[src/rtl/mux_arb_nne1.sv]
// N-to-1 valid/ready multiplexer with a fixed-priority or round-robin arbiter
// feeding a one-entry output register that sustains one word per cycle.
module mux_arb_nne1 #(
    parameter int WIDTH = 3,
    parameter int N     = 4,
    parameter int MODE  = 0,
    localparam int SW   = (N > 1) ? $clog2(N) : 1
) (
    input  logic                 Clock,
    input  logic                 Reset,
    input  logic [N*WIDTH-1:0]   Hyrjet,
    input  logic [N-1:0]         HyrjaValid,
    output logic [N-1:0]         HyrjaReady,
    output logic [WIDTH-1:0]     Dalja,
    output logic                 DaljaValid,
    input  logic                 DaljaReady,
    output logic [SW-1:0]        Zgjedhja
);

    logic [WIDTH-1:0] data_q,  data_d;
    logic             valid_q, valid_d;
    logic [SW-1:0]    sel_q,   sel_d;
    logic [SW-1:0]    ptr_q,   ptr_d;

    logic             load;
    logic             any_valid;
    logic             fp_found;
    logic [SW-1:0]    fp_idx;
    logic             rr_found;
    logic [SW-1:0]    rr_idx;
    logic [SW-1:0]    grant_idx;
    logic             grant_en;
    logic [WIDTH-1:0] grant_data;
    int               cand;

    // The register can accept a word when empty or when its word leaves this cycle.
    assign load      = !valid_q || DaljaReady;
    assign any_valid = |HyrjaValid;
    assign grant_en  = load && any_valid && !Reset;

    // NOTE: every combinational output gets a default first so no path leaves it unassigned (no latch).
    always_comb begin
        fp_found = 1'b0;
        fp_idx   = '0;
        for (int i = 0; i < N; i++) begin
            if (!fp_found && HyrjaValid[i]) begin
                fp_found = 1'b1;
                fp_idx   = SW'(i);
            end
        end
    end

    // Round-robin search starts just past the last accepted channel, wrapping around.
    always_comb begin
        rr_found = 1'b0;
        rr_idx   = '0;
        cand     = 0;
        for (int k = 0; k < N; k++) begin
            cand = (int'(ptr_q) + 1 + k) % N;
            if (!rr_found && HyrjaValid[cand]) begin
                rr_found = 1'b1;
                rr_idx   = SW'(cand);
            end
        end
    end

    always_comb begin
        grant_idx  = (MODE == 1) ? rr_idx : fp_idx;
        grant_data = '0;
        HyrjaReady = '0;
        for (int i = 0; i < N; i++) begin
            if (grant_idx == SW'(i)) begin
                grant_data    = Hyrjet[i*WIDTH +: WIDTH];
                HyrjaReady[i] = grant_en;
            end
        end
    end

    always_comb begin
        data_d  = data_q;
        valid_d = valid_q;
        sel_d   = sel_q;
        ptr_d   = ptr_q;
        if (grant_en) begin
            data_d  = grant_data;
            sel_d   = grant_idx;
            valid_d = 1'b1;
            ptr_d   = grant_idx;
        end else if (valid_q && DaljaReady) begin
            // Drained with nothing to refill: data and index keep their last values.
            valid_d = 1'b0;
        end
    end

    // NOTE: state registers use non-blocking assignments so every flop samples pre-edge values.
    always_ff @(posedge Clock) begin
        if (Reset) begin
            data_q  <= '0;
            valid_q <= 1'b0;
            sel_q   <= '0;
            ptr_q   <= SW'(N - 1);
        end else begin
            data_q  <= data_d;
            valid_q <= valid_d;
            sel_q   <= sel_d;
            ptr_q   <= ptr_d;
        end
    end

    assign Dalja      = data_q;
    assign DaljaValid = valid_q;
    assign Zgjedhja   = sel_q;

endmodule

[config.mk]
export PLATFORM = sky130hd
export DESIGN_NAME = mux_arb_nne1
export DESIGN_NICKNAME = d
export VERILOG_FILES = /design/src/rtl/mux_arb_nne1.sv
export SDC_FILE = /design/constraint.sdc
export NUM_CORES = 1
export LEC_CHECK = 0
export CAP_MARGIN = 20
export CORE_ASPECT_RATIO = 0.9
export CORE_MARGIN = 10
export CORE_UTILIZATION = 25
export CTS_CLUSTER_SIZE = 28
export DETAILED_ROUTE_END_ITERATION = 8
export SETUP_SLACK_MARGIN = 0.5
export SYNTH_ARGS = -nofsm -noshare
export SYNTH_HDL_FRONTEND = slang
export SYNTH_SLANG_ARGS = --single-unit
[constraint.sdc]
create_clock -name Clock -period 3.3 [get_ports Clock]
set_input_delay 0.66 -clock Clock [delete_from_list [all_inputs] [get_ports Clock]]
set_output_delay 0.66 -clock Clock [all_outputs]
set_load 0.005 [all_outputs]
==> out/results.env, run 1 <==
FLOORPLAN.DIE_AREA_UM2=3750
SYNTHDOMINANTAREACELLTYPE='sky130_fd_sc_hd__dfxtp_1'
PERIOD_UTILIZATION=0.823
CRIT_PATH_CELL_TRACE='clkdlybuf4s50_1 -> nand2b_4 -> nand2_1 -> nor3_1 -> clkdlybuf4s50_1'
MAXSLEWVIOLCOUNT=0
DATA_REQUIRED_TIME_AT_THE_WORST_ENDPOINT_PS=2640
DRT_FIRST_PASS_ITERS=4
DRC=0
SYNTH.AREA.TOP_CELLS='sky130_fd_sc_hd__dfxtp_1 28%, sky130_fd_sc_hd__nand2_1 7.9%, sky130_fd_sc_hd__a31oi_1 5.9%'
ROW_COUNT=14
VIAS=559
SYNTH.AVG_CELL_AREA_UM2=7.21
FIRST_PASS_GRT_WIRE_LENGTH_UM=2390
FMAXACHIEVABLE_MHz=368
SYNTHESIS.NETS=78
CAP_VIOLATIONS=0
SEQ_CELLS_POST_SYNTH=6
P_LEAK_nW=0.360
MOST_USED_CELLS_IN_THE_LAYOUT_EXCLUDING_FILL_AND_TAP_CELLS='22 x sky130_fd_sc_hd__clkdlybuf4s50_1, 9 x sky130_fd_sc_hd__nand2_1, 6 x sky130_fd_sc_hd__dfxtp_1, 6 x sky130_fd_sc_hd__buf_4'
ANTENNA_CELLS=0
CRITPATHMAXSTAGEDELAY_PS=530
RUN_STATUS='completed'
CTS.REPORTEDPATHS.CLKPINSLEW_PS=40
PLACE.DETAILED.INSTANCES=109
FINALHOLDVIOLATIONS=0
GRT_START_MAX_NET_PINS=12
CLOCK_LATENCY_PS=250
GRT_UTIL_MET3=0.0473
DRT-WIRELENGTH-PER-CELL_UM=13.2
FINALNONFILLERCELLS=116
DIE-HEIGHT_UM=59.1
POWER_mW=0.225
GROUTE.USAGE.OVERALL=0.0794
PLACED_CELL_AREA_UM2=727
MIN-DELAY-PATH-CLASS='register to register'
FIRST_GLOBAL_VIAS=552
ROUTED_VIA_DENSITY=4.82
GLOBALROUTE.TOTALOVERFLOW=0
CRIT_FAMILY='buffers and inverters'
MOSTFREQUENTLAYOUTCELL='sky130_fd_sc_hd__clkdlybuf4s50_1'
SKEW_PS=0.863
FINAL_LAYOUT_SIZE_SUFFIX_GT1_FRAC=0.141
SYNTH.LIB_CELLS_USED.DISTINCT=24
SETUP_TNS_FINAL_PS=0
BUFFER_TYPE_AT_THE_CLOCK_TREE_ROOT='sky130_fd_sc_hd__clkbuf_4'
POWER.DENSITY_CELL_AREA_nW_PER_UM2=284
GRT_UTIL_MET2=0.119
CLOCK_TREE.BUFFER_DEPTH=2
TOTAL_NUMBER_OF_H_TREE_LEVELS=1
TIMING.CRITICAL_PATH.TO_TYPE='output pin'
DPL.HPWL_UM=1180
SLOWEST_STAGE_CELL_ON_THE_CRITICAL_PATH='sky130_fd_sc_hd__clkdlybuf4s50_1'
PERIOD_MINUS_SLACK_PS=2720
CRIT_PATH_FREQUENT_CELL='sky130_fd_sc_hd__clkdlybuf4s50_1'
SYNTH-WARNING-COUNT=0
INITIAL_CORE_UTILIZATION=0.258
FIN_NETS=113
TIGHTEST_SLEW_PS=332
YOSYS_TOP_CELL_AREA_SHARE=0.282
PLACE_CONGESTION=0.759
CRITPATHLAUNCHTYPE='primary input'
MAX-SLEW-MARGIN-REL=0.779
NUMCTSBUFFERS=3
GLOBAL_ROUTE.USAGE.MET1=0.0791
COREAREA_UM2=1650
FINAL_DESIGN_AREA_EXCLUDING_FILLERS_UM2=793
SEQUENTIAL_SHARE_OF_THE_SYNTHESIZED_AREA=0.282
GLOBALROUTE.BUSIESTLAYER='met2'
PLACE_WORST_SETUP_SLACK_PS=317
WORST_IR_DROP_VDD_mV=0.116
DIE_W_UM=63.5
SETUP_VIOL=0
ANTENNA_VIOLATING_NETS_POST_ROUTE=0
CRIT_PATH_MAX_FANOUT=5
BUFFERS_PLUS_INVERTERS_ON_THE_WORST_SETUP_PATH=2
TYPE_OF_THE_WORST_SETUP_PATH='primary input to output pin'
SYN-INSTANCE-COUNT=59
LAYOUT_SETUP_WS_PS=584
IO_PINS=29
ANTENNA_FOUND_INITIAL=0
GRT_SETUP_UNREPAIRED='false'
NETLIST_AREA_UM2=425
FLOW.AREA_GROWTH_FROM_SYNTHESIS_PCT=86.5
PORT_BUFFERS=28
FINALWIRELENGTH_UM=1530
CLOCK-SINKS=6
STARTING_DRT_DRC_COUNT=13
CTS_TREE='done'
ARRIVAL_PS=2060
==> final cells by class <==
class                           instances  area (um^2)
Fill cell                             177          853
Timing Repair Buffer                   34          329
Multi-Input combinational cell         46          280
Sequential cell                         6          120
Tap cell                               24         30.0
Clock buffer                            3         22.5
Inverter                                3         11.3
==> power breakdown <==
part	internal (mW)	switching, mW
logic	0.0466	0.0295
clock network	0.0411	0.0265
registers	0.0783	0.00293
==> worst reg2reg max path, cell delays in order (launching register included) <==
cell	delay, ps
sky130_fd_sc_hd__dfxtp_1	320
sky130_fd_sc_hd__nand2b_4	100
sky130_fd_sc_hd__and2_4	180
sky130_fd_sc_hd__buf_4	110
sky130_fd_sc_hd__nand4_1	100
sky130_fd_sc_hd__a31oi_1	200
==> worst paths after layout <==
path                                  start            end  slack, ps  cells after the start
worst max-delay path             DaljaReady  HyrjaReady[1]        580                      5
worst min-delay path            Zgjedhja[0]    Zgjedhja[0]        440                      2
worst max register to register   DaljaValid       Dalja[2]       2200                      5
worst min register to register  Zgjedhja[0]    Zgjedhja[0]        440                      2
==> per-layer routing <==
layer / share of wire / vias to the layer above
li1: - / 285
met1: 0.39 / 237
met2: 0.44 / 32
met3: 0.14 / 5
met4: 0.029 / 0
met5: 0 / -
==> repair_timing <==
item | in CTS | in global routing
setup buffers | 1 | 3
pin swaps | 0 | 1
hold buffers | 0 | 0
endpoints found under the setup margin | 3 | 3
gates resized for setup | 7 | 4
==> cell families (layout without fill, tap and decap cells) <==
| logic type | count (synthesis) | count (layout) | synth area share |
|---|---|---|---|
| AO/OA/AOI/OAI | 19 | 19 | 0.297 |
| flip-flops | 6 | 6 | 0.282 |
| AND/OR/NAND/NOR | 27 | 27 | 0.338 |
| buffers and inverters | 7 | 40 | 0.0823 |
==> synthesized netlist by cell type (all sizes together) <==
cell and n:
or4 1, and2 1, nor3 2, a22oi 1, nand3 1, o211ai 2, a21oi 4, nor2 2
dfxtp 6, a32oi 1, o21ai 3, a2bb2oi 1, nand2b 4, a22o 2, buf 2, clkbuf 2
a31oi 4, nor2b 1, and3 3, nand2 9, inv 3, nand4 3, a211o 1
==> flip-flops by register name (all words and copies together) (netlist names) <==
signal,flops
Zgjedhja,2
DaljaValid,1
Dalja,3
==> metrics by stage <==
step / hold WS, ps / util
after detailed placement: 444 / 0.441
after floorplan: 440 / -
after global routing: 462 / 0.482
after CTS: 445 / 0.460
after global placement: 434 / 0.441
final: 444 / 0.482
No activity file was read; power rests on OpenSTA's default activity.
==> inputs of run 2 (changes only) <==
==> constraint.sdc (replaced) <==
create_clock -name Clock -period 2.8 [get_ports Clock]
set_input_delay 0.56 -clock Clock [delete_from_list [all_inputs] [get_ports Clock]]
set_output_delay 0.56 -clock Clock [all_outputs]
set_load 0.005 [all_outputs]
==> run 2 against run 1 <==
Cell count up 3.4%. Die area unchanged. Cell area up 3.6%. Clock power up 14%. Sequential share of layout area down 0.53 points. Largest cell class unchanged. First-iteration DRC count up 54%.
==> out/results.env, run 2 (same netlist as run 1, synthesis figures left out) <==
RUN_STATUS='completed'
WORSTREG2REGEND='Dalja[2]'
HOLDPATHSTAGES=2  # unchanged
ANTENNA_VIOLATING_NETS_POST_ROUTE=0  # unchanged
FIN_NETS=117  # +3.5%
SETUP_TNS_FINAL_PS=0  # unchanged
FILL_CELLS=183  # +3.4%
PERIOD_UTILIZATION=0.802
MIN-DELAY-PATH-CLASS='register to register'
DIE_W_UM=63.5  # unchanged
GROUTE.USAGE.OVERALL=0.0834  # +0.00393
ROUTED_VIA_DENSITY=4.80  # -0.39%
IO_PINS=29  # unchanged
LARGEST_REGISTER_FF_COUNT=3  # unchanged
PLACE_CONGESTION=0.867  # +14%
DRC=0  # unchanged
CAP_VIOLATIONS=0  # unchanged
GRT_START_MAX_NET_PINS=10  # -2
FINAL_LAYOUT_SIZE_SUFFIX_GT1_FRAC=0.188  # +0.0462
CTS_TREE='done'
FLOORPLAN.DIE_AREA_UM2=3750  # unchanged
COREAREA_UM2=1650  # unchanged
MOSTFREQUENTLAYOUTCELL='sky130_fd_sc_hd__clkdlybuf4s50_1'
DIE-HEIGHT_UM=59.1  # unchanged
ARRIVAL_PS=1680  # -380 ps
TIGHTEST_SLEW_PS=213  # -118 ps
FINALNONFILLERCELLS=120  # +3.4%
FINALHOLDVIOLATIONS=0  # unchanged
MOST_USED_CELLS_IN_THE_LAYOUT_EXCLUDING_FILL_AND_TAP_CELLS='21 x sky130_fd_sc_hd__clkdlybuf4s50_1, 10 x sky130_fd_sc_hd__buf_4, 9 x sky130_fd_sc_hd__nand2_1, 6 x sky130_fd_sc_hd__dfxtp_1'
AREA_USED_BY_MULTI_INPUT_COMBINATIONAL_LOGIC_UM2=285  # +1.8%
FINALWIRELENGTH_UM=1510  # -1.7%
MAX-SLEW-MARGIN-REL=0.857  # +0.0785
FLOW.AREA_GROWTH_FROM_SYNTHESIS_PCT=93.2
GLOBALROUTE.TOTALOVERFLOW=0  # unchanged
REGTOREGSTARTPOINT='DaljaValid'
DRT-WIRELENGTH-PER-CELL_UM=12.6  # -5.0%
MAXSLEWVIOLCOUNT=0  # unchanged
ANTENNA_FOUND_INITIAL=0  # unchanged
WORST_HOLD_PATH_ENDPOINT='Zgjedhja[0]'
DPL.HPWL_UM=1320  # +12%
ROW_COUNT=14  # unchanged
DATA_REQUIRED_TIME_AT_THE_WORST_ENDPOINT_PS=2240  # -400 ps
PORT_BUFFERS=28  # unchanged
STARTING_DRT_DRC_COUNT=20  # +7
SKEW_PS=4.49  # +3.63 ps
VIAS=576  # +3.0%
SETUP_VIOL=0  # unchanged
TOTAL_NUMBER_OF_H_TREE_LEVELS=1  # unchanged
NUMCTSBUFFERS=3  # unchanged
CLOCK_TREE.BUFFER_DEPTH=2  # unchanged
FIRST_GLOBAL_VIAS=546  # -1.1%
TYPE_OF_THE_WORST_SETUP_PATH='primary input to output pin'
FF2FF_PATH_DEPTH=5  # unchanged
REGAREA_UM2=120  # unchanged
TIMING.CRITICAL_PATH.TO_TYPE='output pin'
CLOCK-SINKS=6  # unchanged
DRT_FIRST_PASS_ITERS=4  # unchanged
CRIT_PATH_CELL_TRACE='clkdlybuf4s50_1 -> nand2b_4 -> and2_4 -> and3_1 -> clkdlybuf4s15_1'
CRIT_PATH_MAX_FANOUT=5  # unchanged
POST_CTS_HOLD_BUFFER_COUNT=0  # unchanged
CRITPATHLAUNCHTYPE='primary input'
WORST_IR_DROP_VDD_mV=0.124  # +6.5%
ANTENNA_CELLS=0  # unchanged
SLOWEST_STAGE_CELL_ON_THE_CRITICAL_PATH='sky130_fd_sc_hd__clkdlybuf4s50_1'
P_LEAK_nW=0.352  # -2.2%
POWER.DENSITY_CELL_AREA_nW_PER_UM2=323  # +14%
CLOCK_LATENCY_PS=240  # about the same
BUFFER_TYPE_AT_THE_CLOCK_TREE_ROOT='sky130_fd_sc_hd__clkbuf_4'
FIRST_PASS_GRT_WIRE_LENGTH_UM=2550  # +6.6%
PERIOD_MINUS_SLACK_PS=2240
INITIAL_CORE_UTILIZATION=0.258  # unchanged
R2R_SLACK_PS=1750  # -450 ps
PLACE.DETAILED.INSTANCES=115  # +5.5%
FMAXACHIEVABLE_MHz=445
CTS.REPORTEDPATHS.CLKPINSLEW_PS=50  # about the same
TIMING.HOLD.WORST.START='Zgjedhja[0]'
GRT_SETUP_UNREPAIRED='true'
CRITPATHMAXSTAGEDELAY_PS=460  # -70 ps
[run 2: how the worst max path moves through the flow]
stage | from | to | slack [ps] | cells past startpoint
after CTS | Reset | HyrjaReady[2] | 500 | 5
after global placement | DaljaReady | HyrjaReady[2] | 120 | 5
final | DaljaReady | HyrjaReady[2] | 560 | 5
after global routing | DaljaReady | HyrjaReady[2] | 480 | 5
after floorplan | HyrjaValid[0] | HyrjaReady[3] | 970 | 3
after detailed placement | DaljaReady | HyrjaReady[3] | 120 | 5
[run 2: power breakdown]
group          internal [mW]  switching [mW]  leakage (nW)
clock                 0.0483          0.0287        0.0138
combinational         0.0581          0.0350         0.289
sequential            0.0923         0.00353        0.0496
total                  0.199          0.0672         0.352
[run 2: critical path: cells and delay by family]
family | cells | cell delay [ps]
buffers and inverters | 2 | 670
and+or+nand+nor | 3 | 470
[run 2: area by class of cell]
type                       instances  area share
timing repair buffer              38       0.429
tap                               24      0.0365
inverter                           3      0.0137
sequential                         6       0.146
clock buffer                       3      0.0274
multi-input combinational         46       0.347
[run 2: routing by layer]
layer	wire [um]	global-route usage
met5	0	0
met4	42	0.0654
met3	193	0.0359
met2	643	0.125
met1	628	0.0919
[run 2: metrics by stage]
| step | total power, mW | cell area (um^2) | util | hold slack [ps] | worst slack (ps) |
|---|---|---|---|---|---|
| 2_1_floorplan | 0.131 | 425 | - | 440 | 971 |
| 3_3_place_gp | 0.188 | 772 | 0.469 | 432 | 121 |
| 3_5_place_dp | 0.188 | 772 | 0.469 | 435 | 119 |
| 4_1_cts | 0.268 | 802 | 0.487 | 442 | 498 |
| 5_1_grt | 0.282 | 822 | 0.499 | 471 | 483 |
| 6_report | 0.266 | 822 | 0.499 | 436 | 555 |
[run 2: what timing repair did]
item | CTS | global route
setup endpoints to repair | 4 | 2
pin swaps | 1 | 1
buffers inserted | 0 | 2
gates resized for setup | 11 | 3
